### config.mk
export PLATFORM = sky130hd
export DESIGN_NAME = if_fetch_sequencer
export DESIGN_NICKNAME = d
export VERILOG_FILES = /design/src/rtl/if_fetch_sequencer.sv
export SDC_FILE = /design/constraint.sdc
export NUM_CORES = 1
export LEC_CHECK = 0
export ABC_AREA = 1
export BUFFER_PORTS_ARGS = -buffer_cell sky130_fd_sc_hd__buf_4
export CELL_PAD_IN_SITES_DETAIL_PLACEMENT = 0
export CELL_PAD_IN_SITES_GLOBAL_PLACEMENT = 1
export CORE_ASPECT_RATIO = 0.5
export CORE_MARGIN = 3
export CORE_UTILIZATION = 35
export DETAILED_ROUTE_END_ITERATION = 7
export GPL_ROUTABILITY_DRIVEN = 0
export PLACE_DENSITY_LB_ADDON = 0.1
export SLEW_MARGIN = 30
export SYNTH_ARGS = -nofsm -noshare
export SYNTH_HDL_FRONTEND = slang
export SYNTH_SLANG_ARGS = --single-unit
export TNS_END_PERCENT = 30
### constraint.sdc
create_clock -name clk -period 2.65 [get_ports clk]
set_input_delay 0.3975 -clock clk [delete_from_list [all_inputs] [get_ports clk]]
set_output_delay 0.3975 -clock clk [all_outputs]
set_load 0.05 [all_outputs]
### src/rtl/if_fetch_sequencer.sv
// Instruction-fetch controller: launches an algorithm, steers the PC/address muxes and
// forwards synchronous-ROM words to decode through a valid/ready handshake with a one-entry skid.
module if_fetch_sequencer #(
   parameter logic [3:0] HALT_OP   = 4'b1111,
   parameter int         MAX_INSTR = 64,
   parameter int         CNT_W     = 7
) (
   input  logic             clk,
   input  logic             rst_n,
   input  logic             start,
   input  logic [2:0]       algo_sel,
   input  logic             abort,
   input  logic [13:0]      instruccion,
   input  logic [3:0]       opcode,
   input  logic             instr_ready,
   output logic [2:0]       sel_dir,
   output logic             sel_pc,
   output logic             pc_en,
   output logic [13:0]      instr_out,
   output logic             instr_valid,
   output logic             busy,
   output logic             done,
   output logic             error,
   output logic [CNT_W-1:0] instr_count
);

   localparam logic [2:0] S_IDLE = 3'd0;
   localparam logic [2:0] S_JUMP = 3'd1;
   localparam logic [2:0] S_FILL = 3'd2;
   localparam logic [2:0] S_RUN  = 3'd3;
   localparam logic [2:0] S_DONE = 3'd4;

   logic [2:0]       state;
   logic [2:0]       state_nxt;
   logic [2:0]       algo_q;
   logic [13:0]      skid_q;
   logic             skid_full;
   logic [CNT_W-1:0] cnt_q;

   logic [13:0] src_word;
   logic [3:0]  src_op;
   logic        src_halt;
   logic        in_run;
   logic        accept;
   logic        wd_hit;
   logic        launch;

   // While the skid holds a word it is the head of the stream; the ROM output behind it is the next word.
   assign src_word = skid_full ? skid_q : instruccion;
   assign src_op   = skid_full ? skid_q[13:10] : opcode;
   assign src_halt = (src_op == HALT_OP);
   assign in_run   = (state == S_RUN);
   assign launch   = (state == S_IDLE) && start && !abort;

   assign instr_valid = in_run && !src_halt;
   assign instr_out   = instr_valid ? src_word : 14'd0;
   assign accept      = instr_valid && instr_ready;
   assign wd_hit      = accept && (cnt_q == CNT_W'(MAX_INSTR - 1));

   assign sel_dir     = algo_q;
   assign sel_pc      = (state == S_JUMP);
   assign pc_en       = (state == S_JUMP) || (state == S_FILL) || accept;
   assign busy        = (state != S_IDLE);
   assign done        = (state == S_DONE);
   assign error       = wd_hit && !abort;
   assign instr_count = cnt_q;

   always_comb begin
      state_nxt = state;
      case (state)
         S_IDLE:  if (start) state_nxt = S_JUMP;
         S_JUMP:  state_nxt = S_FILL;
         S_FILL:  state_nxt = S_RUN;
         S_RUN: begin
            // HALT cannot be accepted, so it always takes precedence over the watchdog.
            if (src_halt)    state_nxt = S_DONE;
            else if (wd_hit) state_nxt = S_IDLE;
         end
         S_DONE:  state_nxt = S_IDLE;
         default: state_nxt = S_IDLE;
      endcase
      if (abort) state_nxt = S_IDLE;
   end

   always_ff @(posedge clk or negedge rst_n) begin
      if (!rst_n) begin
         state     <= S_IDLE;
         algo_q    <= 3'd0;
         skid_full <= 1'b0;
         cnt_q     <= '0;
      end else begin
         state <= state_nxt;
         if (launch) begin
            algo_q <= algo_sel;
            cnt_q  <= '0;
         end else if (accept && !abort) begin
            cnt_q <= cnt_q + CNT_W'(1);
         end
         if (abort || !in_run || wd_hit) begin
            skid_full <= 1'b0;
         end else if (skid_full && instr_ready) begin
            skid_full <= 1'b0;
         end else if (!skid_full && instr_valid && !instr_ready) begin
            skid_full <= 1'b1;
         end
      end
   end

   // Payload only; its validity is carried entirely by skid_full.
   always_ff @(posedge clk) begin
      if (in_run && !skid_full && instr_valid && !instr_ready && !abort) begin
         skid_q <= instruccion;
      end
   end

endmodule

# Word level (Yosys, flattened, before mapping)
# Cells that the tools add are included.
totals:
  wordCells: 55
  out_inout_bits: 30
  inputBits: 26
  reg_bits: 28
classes:
  n_eq_ne: 8
  muxes: 13
  reduce_logical: 28
  addsub: 1
op_table:
  columns: ["op", "count"]
  rows:
  - ["2-to-1 mux 14 bit", 2]
  - ["logical AND 1 bit", 14]
  - ["2-to-1 mux 7 bit", 2]
  - ["2-to-1 mux 3 bit", 4]
  - ["one-hot mux 3 bit (4 select lines)", 1]
  - ["adder 7 x 1 -> 7 bit (second input constant)", 1]
  - ["== test 7 x 6 -> 1 bit (second input constant)", 1]
  - ["== test 3 x 2 -> 1 bit (second input constant)", 2]
  - ["nonzero test 3 bit", 2]
  - ["zero test 1 bit", 5]
  - ["== test 4 bit (second input constant)", 1]
  - ["logical OR 1 bit", 4]
  - ["2-to-1 mux 4 bit", 1]
  - ["inequality test 4 x 3 -> 1 bit (second input constant)", 1]
  - ["== test 3 x 1 -> 1 bit (second input constant)", 1]
  - ["== test 3 bit (second input constant)", 1]
  - ["zero test 3 bit", 1]
  - ["2-to-1 mux 1 bit", 3]
  - ["inequality test 3 bit (second input constant)", 1]
  - ["AND reduction 2 bit", 1]
  - ["nonzero test 2 bit", 1]

# Longest topological paths before layout
logic_depth:
  depth_word: 10
  ltp_mapped: 11
  depth_no_buf: 10

# Worst setup path after synthesis
# Ideal clock, no wire load.
synth_path:
  kind: "register to output"
  from: "register cnt_q[0], in the netlist instr_count[0]"
  to: "output error"
  stages_incl_launch_ff: 6
  arrival_ns: 2.383
  required_time_ns: 2.253
  slack_ns: -0.130
  n_path_buf: 0
  path_cell_list: "dfrtp_1 > ha_1 > nand3_1 > nor2_1 > nand2_1 > nor3_1"
synth_via:
  elab_chain_cells: 3
synth_lines:
  columns: ["item", "line_no", "source"]
  rows:
  - ["from (decl)", "38", "logic [CNT_W-1:0] cnt_q;"]
  - ["from (signal assigned)", "97", "cnt_q <= cnt_q + CNT_W'(1);"]
  - ["== test 7 x 6 -> 1 bit", "58", "assign wd_hit = accept && (cnt_q == CNT_W'(MAX_INSTR - 1));"]
  - ["logical AND 1 bit", "58", null]
  - ["logical AND 1 bit", "65", "assign error = wd_hit && !abort;"]
  - ["to (decl)", "23", "output logic error,"]
# No other way between the ends.

# Worst setup path after layout
layout_path:
  from: "register skid_full"
  to: "output instr_out[13]"
layout_via:
  elab_chain_cells: 5
layout_lines:
  columns: ["item", "line_no", "source"]
  rows:
  - ["from (decl)", "37", "logic skid_full;"]
  - ["from (signal assigned)", "89", "skid_full <= 1'b0;"]
  - ["from (signal assigned)", "100", "skid_full <= 1'b0;"]
  - ["from (signal assigned)", "102", "skid_full <= 1'b0;"]
  - ["2-to-1 mux 4 bit", "50", "assign src_op = skid_full ? skid_q[13:10] : opcode;"]
  - ["== test 4 bit", "51", "assign src_halt = (src_op == HALT_OP);"]
  - ["zero test 1 bit", "55", "assign instr_valid = in_run && !src_halt;"]
  - ["logical AND 1 bit", "55", null]
  - ["2-to-1 mux 14 bit *", "56", "assign instr_out = instr_valid ? src_word : 14'd0;"]
  - ["to (decl)", "19", "output logic [13:0] instr_out,"]
# Mark *: on every way between the ends. The rest lies on a longest branch, timed or not.

==> results list <==
- Master of the slowest instance on the critical path: dfrtp_2
* Total power per unit cell area: 605 mW/mm^2
* Sequential element share of the synthesized area: 50.1%
* Layout filler cell count: 410
- Netlist cell types: 26
- Yosys reg bits: 28
- In the final routed layout, each cell accounts on average for 12.4 um.
- Worst hold-check slack: 0.303 ns
- The total overflow left after global routing is 0.
- Tightest Pin Transition: 0.319 ns
- In the final timing run, aggregate negative setup slack is 0 ns.
- Later-pin clock latency in the skew report: 0.27 ns
- The floorplan has 16 rows.
* Post-route minimum period: 2.34 ns
- The first routing iteration left 35 violations.
- In this run the count of I/O pins placed on the die edge is 56.
- Fin. max-slew vios: 0
- By startpoint and endpoint, the worst setup path is classified as flip-flop to output port.
- Worst hold path cell count: 1
- Netlist Area Pre-Place: 0.00154 sq mm
- Full die area: 0.00527 sq mm
- Worst Path Arrival: 1.94 ns
- Port buffering added 55 buffers.
* Final HPWL DP: 2630 um
- In this design, the stage delay of the slowest critical-path cell is 0.57 ns.
* Min-Delay Endpoint: skid_q[11]
- During synthesis, Yosys emitted a total of 0 warnings.
* Vias: 1327
* Global-route wire length before repair: 5730 um
- Cells traversed along the worst timing path: inv_4, nand2_1, nand2_1, nand2_2, nor2_4, nor2_8, inv_4, a21oi_1, buf_4
- Leaving out fill and tap cells, the most frequent cell in the layout is nand2_1.
- Largest net degree at the start of global routing: 20
- In this run the post-CTS setup repair buffer count came out at 0.
- The startpoint identified for the worst hold timing path is instruccion[11].
- TritonCTS built the clock tree.
- Setup slack on the worst reg-to-reg path comes out at 0.74 ns.
* Endpoints failing hold: 0
- In this run the number of H-tree levels came out at 1.
- Number of global-route vias before repair: 1215
- Clock-pin slew reported for the worst setup and hold paths after clock tree synthesis: 0.10 ns
* Height of the die: 52.9 um
- 0 antenna diodes ended up in the layout.
- Synthesis produced a netlist with a net count of 203.
- The run finished with clean final reports.
- Once placement completed, the tool counted placed cells totaling 281.
- Counting both buffers and inverters, the worst setup path holds a total of 3.
- Starting density of the core: 37.8%
* Via density per instance: 4.64
* TritonCTS Buffers: 3
- CTS sink cnt: 28
* Worst Setup End Kind: output port
- Highest Clock Rate: 427 MHz
- End of the worst register-to-register path: skid_q[7]
* Total Nets Final: 260
- Summing internal, switching and leakage power gives 0.00124 W.
* Antenna violations before repair: 0
- In this run the remaining antenna-violating nets after routing total 0.
- Leading cell types in the layout, fill and taps excluded: nand2_1, buf_4, edfxtp_1, dfrtp_1, nor2_1
- From synthesis to final layout, the design area changed by 33.8%.
- Die W: 99.7 um
- Peak supply drop: 482 uV
- Clk_skew: 0.00292 ns
- Req. time, crit path: 2.25 ns
* Final Non-Filler Cells: 286
- Clock Root Buffer: clkbuf_8
- Launch instance of the worst register-to-register path: skid_full
* DRC Markers: 0
- Synth Area per Inst: 8.74 sq um
- Class of the most critical hold timing path: input port to flip-flop
- Path depth of the worst reg2reg path: 9
- Share of the clock period used by the worst path: 88.4%
- Total of endpoints with negative setup slack in the final report: 0
- Post-synthesis cell count: 176
- Worst-case headroom to the max-slew limit: 78.7%
- For this run, the detailed router's first-pass iteration total came to 4.
- Summed over all layers, the routed wires come to 3530 um.
- In the global route stage, overall resource usage came out at 13.7%.
- The floorplan step defined a core boundary enclosing 0.00406 sq mm.
- Unrepaired setup endpoints after global routing: false
- Reported leakage power: 0.971 nW
* Setup crit start kind: flip-flop
- Crit path max fanout: 19
* Post-layout utilization of the core: 50.6%
- In this design, the largest share of critical-path delay is due to flip-flops.
- Largest buffer count on any clock path: 2
- Number of max-capacitance violations reported: 0
* Fraction of final layout cells sized beyond drive strength 1: 38.4%
[cell usage after synthesis]
library cell | count | area share [%]
ha_1 | 1 | 0.81
nand4_1 | 1 | 0.41
nand2_4 | 1 | 0.73
nor2_2 | 1 | 0.41
edfxtp_1 | 14 | 27
a21oi_2 | 10 | 5.7
o21ai_0 | 2 | 0.65
nand2_1 | 70 | 17
dfrtp_1 | 14 | 23
buf_6 | 2 | 1.5
nor2_8 | 1 | 1.3
nand4_4 | 1 | 1.4
nor2_1 | 11 | 2.7
nand3_1 | 10 | 3.3
inv_1 | 6 | 1.5
inv_4 | 2 | 0.81
nand2_2 | 5 | 2.0
a21oi_1 | 5 | 1.6
nor2_4 | 3 | 2.2
buf_2 | 1 | 0.33
xor2_1 | 2 | 1.1
inv_2 | 3 | 0.73
nor3b_1 | 2 | 0.98
clkbuf_1 | 2 | 0.49
xnor2_1 | 1 | 0.57
nor3_1 | 5 | 1.6
[cell type report]
class                           instances  area [sq um]  share of cell area (%)
Clock buffer                            3          41.3                    2.01
Clock inverter                          1          3.75                   0.182
Inverter                               11          46.3                    2.25
Multi-Input combinational cell        132           696                    33.8
Sequential cell                        28           772                    37.5
Tap cell                               54          67.6                    3.28
Timing Repair Buffer                   57           430                    20.9
[worst max path at each step]
stage	start	end	depth (start not counted)
floorplan	skid_full	skid_q[0]	8
global placement	skid_full	instr_out[13]	9
detailed placement	skid_full	instr_out[13]	9
CTS	skid_full	instr_out[13]	9
global route	skid_full	instr_out[0]	9
finish	skid_full	instr_out[13]	9
[flip-flops by register name, indices dropped and copies added (netlist names)]
signal / flops
state: 3
instr_count: 7
skid_q: 14
sel_dir: 3
skid_full: 1
[worst reg2reg max path, stage by stage (launching register included)]
cell	delay [ns]
dfrtp_2	0.57
inv_4	0.16
nand2_1	0.10
nand2_1	0.06
nand2_2	0.11
nor2_4	0.06
nor2_8	0.14
nand2_1	0.08
nor3_2	0.10
buf_4	0.24
[power by group]
part / internal [W] / switching, W
Sequential: 0.000497 / 0.0000416
Clock: 0.000104 / 0.000133
Combinational: 0.000147 / 0.000321
Total: 0.000748 / 0.000496
[per-layer routing]
layer	track usage, %	vias up	part of all wire, %
li1	-	683	-
met4	1.36	0	0
met2	23.3	34	48
met5	0	-	0
met3	3.68	0	6.6
met1	18.4	610	46
[cell families after synthesis]
kind of cell	Yosys count	synth area share [%]
AO/OA/AOI/OAI	17	7.97
XOR/XNOR	3	1.71
adder cells (fa/ha/maj)	1	0.814
buffers and inverters	16	5.29
flip-flops	28	50.1
AND/OR/NAND/NOR	111	34.1
[metrics by stage]
step	setup WS, ns	instance area, sq um
global route	0.142	2060
detailed placement	0.389	2000
CTS	0.0719	2060
floorplan	0.150	1540
global placement	0.462	2000
finish	0.309	2060
[repair_timing]
action,CTS,global route
endpoints found under the hold margin,14,0
hold buffers,1,0
resized for setup,0,1
setup endpoints to repair,0,15
(Power assumes the default switching activity.)
